==> src/rtl/float_max_pkg.sv <==
// Shared constants, FSM encoding and NaN helper for the float max/min reduction unit.
// binary32 only: field widths and special encodings are fixed here.
package float_max_pkg;

    localparam int EXP_W = 8;
    localparam int MAN_W = 23;
    localparam int FP_W  = 1 + EXP_W + MAN_W;

    localparam logic [FP_W-1:0] FP_QNAN    = 32'h7FC00000;
    localparam logic [FP_W-1:0] FP_POS_INF = 32'h7F800000;
    localparam logic [FP_W-1:0] FP_NEG_INF = 32'hFF800000;

    typedef enum logic [1:0] {
        ST_IDLE = 2'd0,
        ST_WAIT = 2'd1,
        ST_ACC  = 2'd2,
        ST_DONE = 2'd3
    } state_t;

    function automatic logic is_nan(input logic [FP_W-1:0] x);
        return (&x[MAN_W +: EXP_W]) && (|x[MAN_W-1:0]);
    endfunction

endpackage

==> src/rtl/float_max_cmp.sv <==
// Combinational binary32 max/min select; result is always a or b, or canonical qNaN.
// Latency 0; no flow control.
module float_max_cmp
    import float_max_pkg::*;
(
    input  logic [FP_W-1:0] a,
    input  logic [FP_W-1:0] b,
    input  logic            max_n_min,
    output logic [FP_W-1:0] res
);

    logic            a_nan;
    logic            b_nan;
    logic            a_gt_b;
    logic [FP_W-1:0] ka;
    logic [FP_W-1:0] kb;

    // Map sign-magnitude onto an unsigned total order: -0 sorts just below +0.
    assign ka     = a[FP_W-1] ? ~a : {1'b1, a[FP_W-2:0]};
    assign kb     = b[FP_W-1] ? ~b : {1'b1, b[FP_W-2:0]};
    assign a_gt_b = ka > kb;
    assign a_nan  = is_nan(a);
    assign b_nan  = is_nan(b);

    always_comb begin
        res = a;
        if (a_nan && b_nan) begin
            res = FP_QNAN;
        end else if (a_nan) begin
            res = b;
        end else if (b_nan) begin
            res = a;
        end else if (max_n_min) begin
            res = a_gt_b ? a : b;
        end else begin
            res = a_gt_b ? b : a;
        end
    end

endmodule

==> src/rtl/float_max_reduce.sv <==
// Versat unit reducing LEN binary32 samples of in0 to their max/min, starting DELAY cycles after run.
// Result and done appear 1 cycle after the last sample; running=0 stalls counters and out0.
module float_max_reduce
    import float_max_pkg::*;
#(
    parameter int DATA_W  = 32,
    parameter int LEN_W   = 16,
    parameter int DELAY_W = 8
) (
    input  logic               clk,
    input  logic               rst,
    input  logic               running,
    input  logic               run,
    input  logic [LEN_W-1:0]   len,
    input  logic [DELAY_W-1:0] delay,
    input  logic               max_n_min,
    input  logic [DATA_W-1:0]  in0,
    output logic [DATA_W-1:0]  out0,
    output logic               done
);

    state_t             state, state_n;
    logic [DELAY_W-1:0] dcnt, dcnt_n;
    logic [LEN_W-1:0]   scnt, scnt_n;
    logic [LEN_W-1:0]   len_q, len_n;
    logic               mnm_q, mnm_n;
    logic [DATA_W-1:0]  out_n;
    logic [DATA_W-1:0]  cmp_res;

    float_max_cmp u_cmp (
        .a         (out0),
        .b         (in0),
        .max_n_min (mnm_q),
        .res       (cmp_res)
    );

    always_ff @(posedge clk or negedge rst) begin
        if (!rst) begin
            state <= ST_IDLE;
            dcnt  <= '0;
            scnt  <= '0;
            len_q <= '0;
            mnm_q <= 1'b0;
            out0  <= '0;
        end else begin
            state <= state_n;
            dcnt  <= dcnt_n;
            scnt  <= scnt_n;
            len_q <= len_n;
            mnm_q <= mnm_n;
            out0  <= out_n;
        end
    end

    always_comb begin
        state_n = state;
        dcnt_n  = dcnt;
        scnt_n  = scnt;
        len_n   = len_q;
        mnm_n   = mnm_q;
        out_n   = out0;
        // run has priority in every state, including over a last sample in ACC.
        if (run) begin
            len_n  = len;
            mnm_n  = max_n_min;
            dcnt_n = delay;
            scnt_n = '0;
            if (len == '0) begin
                state_n = ST_DONE;
                out_n   = max_n_min ? FP_NEG_INF : FP_POS_INF;
            end else if (delay != '0) begin
                state_n = ST_WAIT;
            end else begin
                state_n = ST_ACC;
            end
        end else begin
            case (state)
                ST_WAIT: begin
                    if (running) begin
                        dcnt_n = dcnt - DELAY_W'(1);
                        if (dcnt == DELAY_W'(1)) begin
                            state_n = ST_ACC;
                        end
                    end
                end
                ST_ACC: begin
                    if (running) begin
                        out_n = (scnt == '0) ? in0 : cmp_res;
                        if (scnt == len_q - LEN_W'(1)) begin
                            state_n = ST_DONE;
                        end else begin
                            scnt_n = scnt + LEN_W'(1);
                        end
                    end
                end
                default: ;
            endcase
        end
    end

    assign done = (state == ST_DONE);

endmodule

==> config.mk <==
export PLATFORM = sky130hd
export DESIGN_NAME = float_max_reduce
export DESIGN_NICKNAME = d
export VERILOG_FILES = /design/src/rtl/float_max_pkg.sv /design/src/rtl/float_max_cmp.sv /design/src/rtl/float_max_reduce.sv
export SDC_FILE = /design/constraint.sdc
export NUM_CORES = 1
export LEC_CHECK = 0
export BUFFER_PORTS_ARGS = -buffer_cell sky130_fd_sc_hd__buf_4
export CORE_MARGIN = 8
export CORE_UTILIZATION = 62
export CTS_CLUSTER_DIAMETER = 80
export CTS_CLUSTER_SIZE = 14
export DETAILED_ROUTE_END_ITERATION = 10
export PLACE_DENSITY = 0.95
export SLEW_MARGIN = 0
export SYNTH_ARGS = -nofsm -noshare
export SYNTH_HDL_FRONTEND = slang
export SYNTH_SLANG_ARGS = --single-unit
==> constraint.sdc <==
create_clock -name clk -period 6.9 [get_ports clk]
set_input_delay 0.69 -clock clk [delete_from_list [all_inputs] [get_ports clk]]
set_output_delay 0.69 -clock clk [all_outputs]
set_load 0.1 [all_outputs]
Word level (Yosys, flattened, before mapping)
Cells that the tools add are included.
W data, S select, Z words.

cells by class
  mux-type cells = 29
  equality and inequality tests = 13
  reductions and logical operators = 19
  $add $sub $neg = 3
  bitwise gates (word level) = 2
  magnitude comparators = 1

operator list
  cell                     number
  $mux W32                 14
  $mux W16                 4
  $not A32 Y32             2
  $reduce_or A23 Y1        2
  $gt A32 B32 Y1           1
  $logic_not A16 Y1        2
  $mux W8                  3
  $add A16 B1 Y16 const B  1
  $eq A16 B16 Y1           1
  $reduce_and A8 Y1        2
  $sub A16 B1 Y16 const B  1
  $mux W2                  7
  $ne A3 B3 Y1 const B     4
  $eq A8 B1 Y1 const B     1
  $reduce_bool A8 Y1       1
  $sub A8 B1 Y8 const B    1
  $ne A6 B5 Y1 const B     1
  $reduce_and A6 Y1        1
  $reduce_bool A2 Y1       3
  $reduce_bool A6 Y1       1
  $ne A5 B4 Y1 const B     1
  $reduce_and A5 Y1        1
  $eq A2 B2 Y1 const B     2
  $pmux W2 S2              1
  7 further kinds          9

storage, ports and cells
  flip-flop bits (word level) = 75
  output and inout bits = 33
  bits of input ports = 61
  logic and storage cells = 73

Longest topological paths before layout
  word-level depth = 12
  gate-level depth with buffers = 13
  depth with buffers taken out = 10

Modules after synthesis
Synthesis repeated with hierarchy kept, for this count alone.

second synthesis, totals
  cell total of the unflattened synthesis = 687
  area total of the unflattened synthesis = 6238.5 µm²

modules (own cells, without submodules)
  module            cells each  instances  area an instance (µm²)
  float_max_reduce  448         1          4299.1
  float_max_cmp     239         1          1939.4

Worst setup path before layout
OpenSTA, ideal clock, no wires.

  kind = reg-to-reg
  start = register out0[31]
  end = register out0[0]
  data required time = 6.821 ns
  arrival time = 4.024 ns
  period minus slack after synthesis = 4.104 ns
  cell stages (with the launch flop) = 14
  setup slack = 2.796 ns
  library setup time = 0.079 ns
  path through = dfrtp_1 -> clkbuf_1 -> buf_1 -> xor2_1 -> ha_1 -> a21oi_1 -> nand2_1 -> a221o_1 -> o31a_1 -> o21ai_0 -> xnor2_1 -> a31oi_1 -> buf_2 -> mux2i_1

on the way
  word-level cells in the longest chain between the ends = 5

RTL lines
  what                                                                        line                    source
  start, declared                                                             float_max_reduce.sv:18  output logic [DATA_W-1:0] out0,
  start signal, assigned                                                      float_max_reduce.sv:51  out0 <= out_n;
  $not A32 Y32                                                                float_max_cmp.sv:19     assign ka = a[FP_W-1] ? ~a : {1'b1, a[FP_W-2:0]};
  $mux W32 *                                                                  float_max_cmp.sv:19
  $gt A32 B32 Y1 *                                                            float_max_cmp.sv:21     assign a_gt_b = ka > kb;
  $ne A6 B5 Y1 (no source line) / $reduce_bool A6 Y1 (equally long branches)  n/a
  $reduce_and A6 Y1 (no source line) *                                        n/a

Every way passes the cells marked *; elsewhere a longest branch is shown, timed or not.
A chain may end at the register's enable or synchronous reset.

Worst setup path after layout
  start = register out0[31]
  end = register out0[31]

The elaborated chain is that of the path after synthesis.

==> metrics.txt <==
result of the run=finished, final reports clean; most area-hungry cell type in the Yosys netlist=sky130_fd_sc_hd__dfrtp_1; clock transition time at the flip-flop clock pins of the worst setup and hold paths=0.08 ns; clock skew after layout=0.0138 ns; Total Wirelength=16.0 mm; sequential element share of the synthesized area=0.336; initial core utilization=0.640; Post-CTS Hold Fix Bufs=0; xor and xnor fraction of the mapped netlist area=0.138; worst hold path class=primary input to asynchronous set/reset pin; highest clock rate=227 MHz; sequential power share=0.251; startpoint of the lowest-slack register-to-register path=out0[31]$_DFFE_PN0P_; R2R cell count=12; share of layout cells above drive strength 1=0.198; final hold slack=0.438 ns; CTS-repair resized insts=0; Final setup violation count=0; leading cell types by total area after synthesis=sky130_fd_sc_hd__dfrtp_1 34%, sky130_fd_sc_hd__ha_1 8.3%, sky130_fd_sc_hd__xnor2_1 7.7%; count of max-cap constraint violations=0; residual overflow from global routing=0; average instance area after synthesis=9.05 µm²; Pint=around 1.3 mW; clock tree from TritonCTS=built; most repeated cell in the gate-level netlist after synthesis=sky130_fd_sc_hd__dfrtp_1; worst-path maximum fanout=25; top cells by count, synth=75 x sky130_fd_sc_hd__dfrtp_1, 56 x sky130_fd_sc_hd__nand2_1, 49 x sky130_fd_sc_hd__xnor2_1; Post-DRT Antenna Nets=0; cell area after synthesis=5580 µm²; H-Tree Level Count=3; initial DRC count=~440; clock network fraction of total power=0.153; Critical Path AT=4.67 ns; number of global-route vias before repair=5,467; post-synth net total=715; worst rel slew slack=0.350; core area=8720 µm²; leakage power=~3.1 nW; Residual DRC=0; proportion of power drawn by combinational gates=0.596; port bufs=between 90 and 100; Final min period=4.41 ns; compound-cell area share of the yosys netlist=0.0946; Finished Layout Cells=810; iteration count of the initial detailed-routing pass=6; mux share of post-synthesis cell area=0.103; average wire length per cell after detail routing=around 20 µm; P per Cell Area=427 nW/µm²; FP Rows=34; critical path data required time=7.15 ns; yosys synthesis warning count=0; synthesized flop and latch total=75; cell total after placement=roughly 790; antenna diode count=0; largest family of logic cells by synthesized area=simple AND/OR/NAND/NOR gates; net switching power=1.53 mW; Die W=roughly 110 µm; final-report hold violation count=0; final RePlAce weighted congestion=0.891; unrepaired setup endpoints after global routing=no; Post-Syn Instances=between 600 and 700; clock buffer count from CTS=9; combined global-route utilization of all metal layers=0.255; initial antenna violation count=0; Reg2Reg Setup Slack=2.49 ns; I/O pin cnt=94; sinks on the clock net=75; Die Area=12,300 µm²; Die Y=111 µm; top_reg_cell synth=sky130_fd_sc_hd__dfrtp_1; crit share post-route=0.640; switching power share of the total=0.544; buffer levels on the longest clock path=2; detailed-placement wirelength estimate=11.1 mm; EDFF count, synth=0; Setup TNS=0 ns; number of unique standard cell types used by synthesis=54; layout overhead on the synthesized area=17.8%; share of flip-flops with an asynchronous set or reset=1.00; type of origin of the critical path=flip-flop; simple-gate share of the synthesized area=0.190; number of inserted filler cells in the final layout=498; post-CTS repair timing setup buffer count=0; global-route wire length before repair=26.6 mm; clock latency of the later-clocked register in the worst-skew pair=0.36 ns; end of the worst register-to-register path=out0[31]$_DFFE_PN0P_; via-per-instance ratio=roughly 6.5; Crit Path Class=flip-flop to flip-flop; total vias in the final route=between 5,000 and 6,000; pin count of the biggest net entering global routing=76; cell at the root of the clock tree=sky130_fd_sc_hd__clkbuf_8; Pwr Total=2.81 mW; measured slew at the worst slew-check pin=a little under 1 ns; critical path endpoint category=flip-flop; portion of synthesized cell area occupied by the leading cell type=0.336; Max VDD drop=roughly 0.46 mV; total count of max-transition violations in the final report=0; adder-cell share of the synthesized area=0.0829; Post-layout nets=roughly 800
[routing by layer]
| metal | global-route usage | wire (µm) |
|---|---|---|
| met1 | 0.306 | 6370 |
| met2 | 0.424 | 7900 |
| met3 | 0.0536 | 1170 |
| met4 | 0.126 | 601 |
| met5 | 0 | 0 |
[state kept, by name (all words and copies together), names as in the netlist]
register and cells:
out0 32, len_q 16, scnt 16, dcnt 8, state 2, mnm_q 1
[kinds of logic (layout without fill, tap and decap cells)]
kind of cell / count (synthesis) / count (layout)
buffers and inverters: 75 / 160
xor gates and xnor gates: 88 / 88
AOI/OAI and AO/OA: 87 / 87
and+or+nand+nor: 201 / 201
muxes: 54 / 54
adders and majority gates: 37 / 37
DFF: 75 / 75
[stage by stage]
stage               setup WS, ns   util  cell area (µm²)
finish                      2.49  0.755             6580
global route                2.25  0.755             6580
CTS                         2.54  0.755             6580
detailed placement          2.62  0.726             6330
global placement            2.74  0.726             6330
floorplan                   2.80      -             5580
[critical path, stage by stage, from the launching register on]
cell and delay (ns):
sky130_fd_sc_hd__dfrtp_1 0.63, sky130_fd_sc_hd__buf_4 0.46, sky130_fd_sc_hd__xor2_1 0.21, sky130_fd_sc_hd__ha_1 0.27, sky130_fd_sc_hd__a21oi_1 0.16, sky130_fd_sc_hd__o21ai_0 0.11, sky130_fd_sc_hd__a221o_1 0.33, sky130_fd_sc_hd__o31a_1 0.31
sky130_fd_sc_hd__o21ai_0 0.25, sky130_fd_sc_hd__xnor2_1 0.15, sky130_fd_sc_hd__a31oi_4 0.52, sky130_fd_sc_hd__buf_4 0.48, sky130_fd_sc_hd__mux2_2 0.39
[worst max-delay path by stage]
stage	from	endpoint	slack, ns	depth (start not counted)
after detailed placement	in0[31]	out0[31]$_DFFE_PN0P_	2.62	12
after global placement	in0[31]	out0[31]$_DFFE_PN0P_	2.74	12
final	out0[31]$_DFFE_PN0P_	out0[31]$_DFFE_PN0P_	2.49	12
after floorplan	out0[31]$_DFFE_PN0P_	out0[0]$_DFFE_PN0P_	2.80	13
after CTS	out0[31]$_DFFE_PN0P_	out0[31]$_DFFE_PN0P_	2.54	12
after global routing	out0[31]$_DFFE_PN0P_	out0[31]$_DFFE_PN0P_	2.25	12
[layout make-up]
| class | count | area (µm²) | share of cell area |
|---|---|---|---|
| clock buffers | 10 | 138 | 0.0209 |
| clock inverters | 6 | 111 | 0.0169 |
| inverters | 47 | 176 | 0.0268 |
| multi-input cells | 467 | 3410 | 0.519 |
| flip-flops and latches | 75 | 1880 | 0.285 |
| well taps | 108 | 135 | 0.0205 |
| repair buffers | 97 | 728 | 0.111 |
[cell usage in the layout (no fill, tap or decap), types with 3 or more instances in the layout]
master | synthesis | routed
sky130_fd_sc_hd__or4_1 | 9 | 9
sky130_fd_sc_hd__nor3b_1 | 3 | 3
sky130_fd_sc_hd__a21oi_1 | 30 | 30
sky130_fd_sc_hd__o21ai_0 | 21 | 21
sky130_fd_sc_hd__xor2_1 | 39 | 39
sky130_fd_sc_hd__o31ai_1 | 9 | 9
sky130_fd_sc_hd__mux2_2 | 15 | 15
sky130_fd_sc_hd__nor3_1 | 8 | 8
sky130_fd_sc_hd__xnor2_1 | 49 | 49
sky130_fd_sc_hd__nand2_1 | 56 | 56
sky130_fd_sc_hd__clkbuf_8 | 0 | 10
sky130_fd_sc_hd__nand4_1 | 21 | 21
sky130_fd_sc_hd__bufinv_16 | 0 | 3
sky130_fd_sc_hd__o211ai_1 | 3 | 3
sky130_fd_sc_hd__buf_4 | 0 | 97
sky130_fd_sc_hd__o21ai_1 | 4 | 4
sky130_fd_sc_hd__nand3_1 | 13 | 13
sky130_fd_sc_hd__mux2_4 | 3 | 3
sky130_fd_sc_hd__or3_1 | 9 | 9
sky130_fd_sc_hd__nor2_1 | 34 | 34
sky130_fd_sc_hd__dfrtp_1 | 75 | 75
sky130_fd_sc_hd__nor4_1 | 28 | 28
sky130_fd_sc_hd__inv_1 | 47 | 47
sky130_fd_sc_hd__ha_1 | 37 | 37
sky130_fd_sc_hd__mux2i_1 | 35 | 35
sky130_fd_sc_hd__nor2b_1 | 5 | 5
[power by group through the flow]
stage	clock (mW)	sequential (mW)	combinational (mW)
2_1_floorplan	0	1.29	0.626
3_3_place_gp	0	0.693	1.55
3_5_place_dp	0	0.703	1.63
4_1_cts	0.429	0.699	1.66
5_1_grt	0.450	0.717	1.79
6_report	0.429	0.707	1.68
No activity file was read; power rests on OpenSTA's default activity.
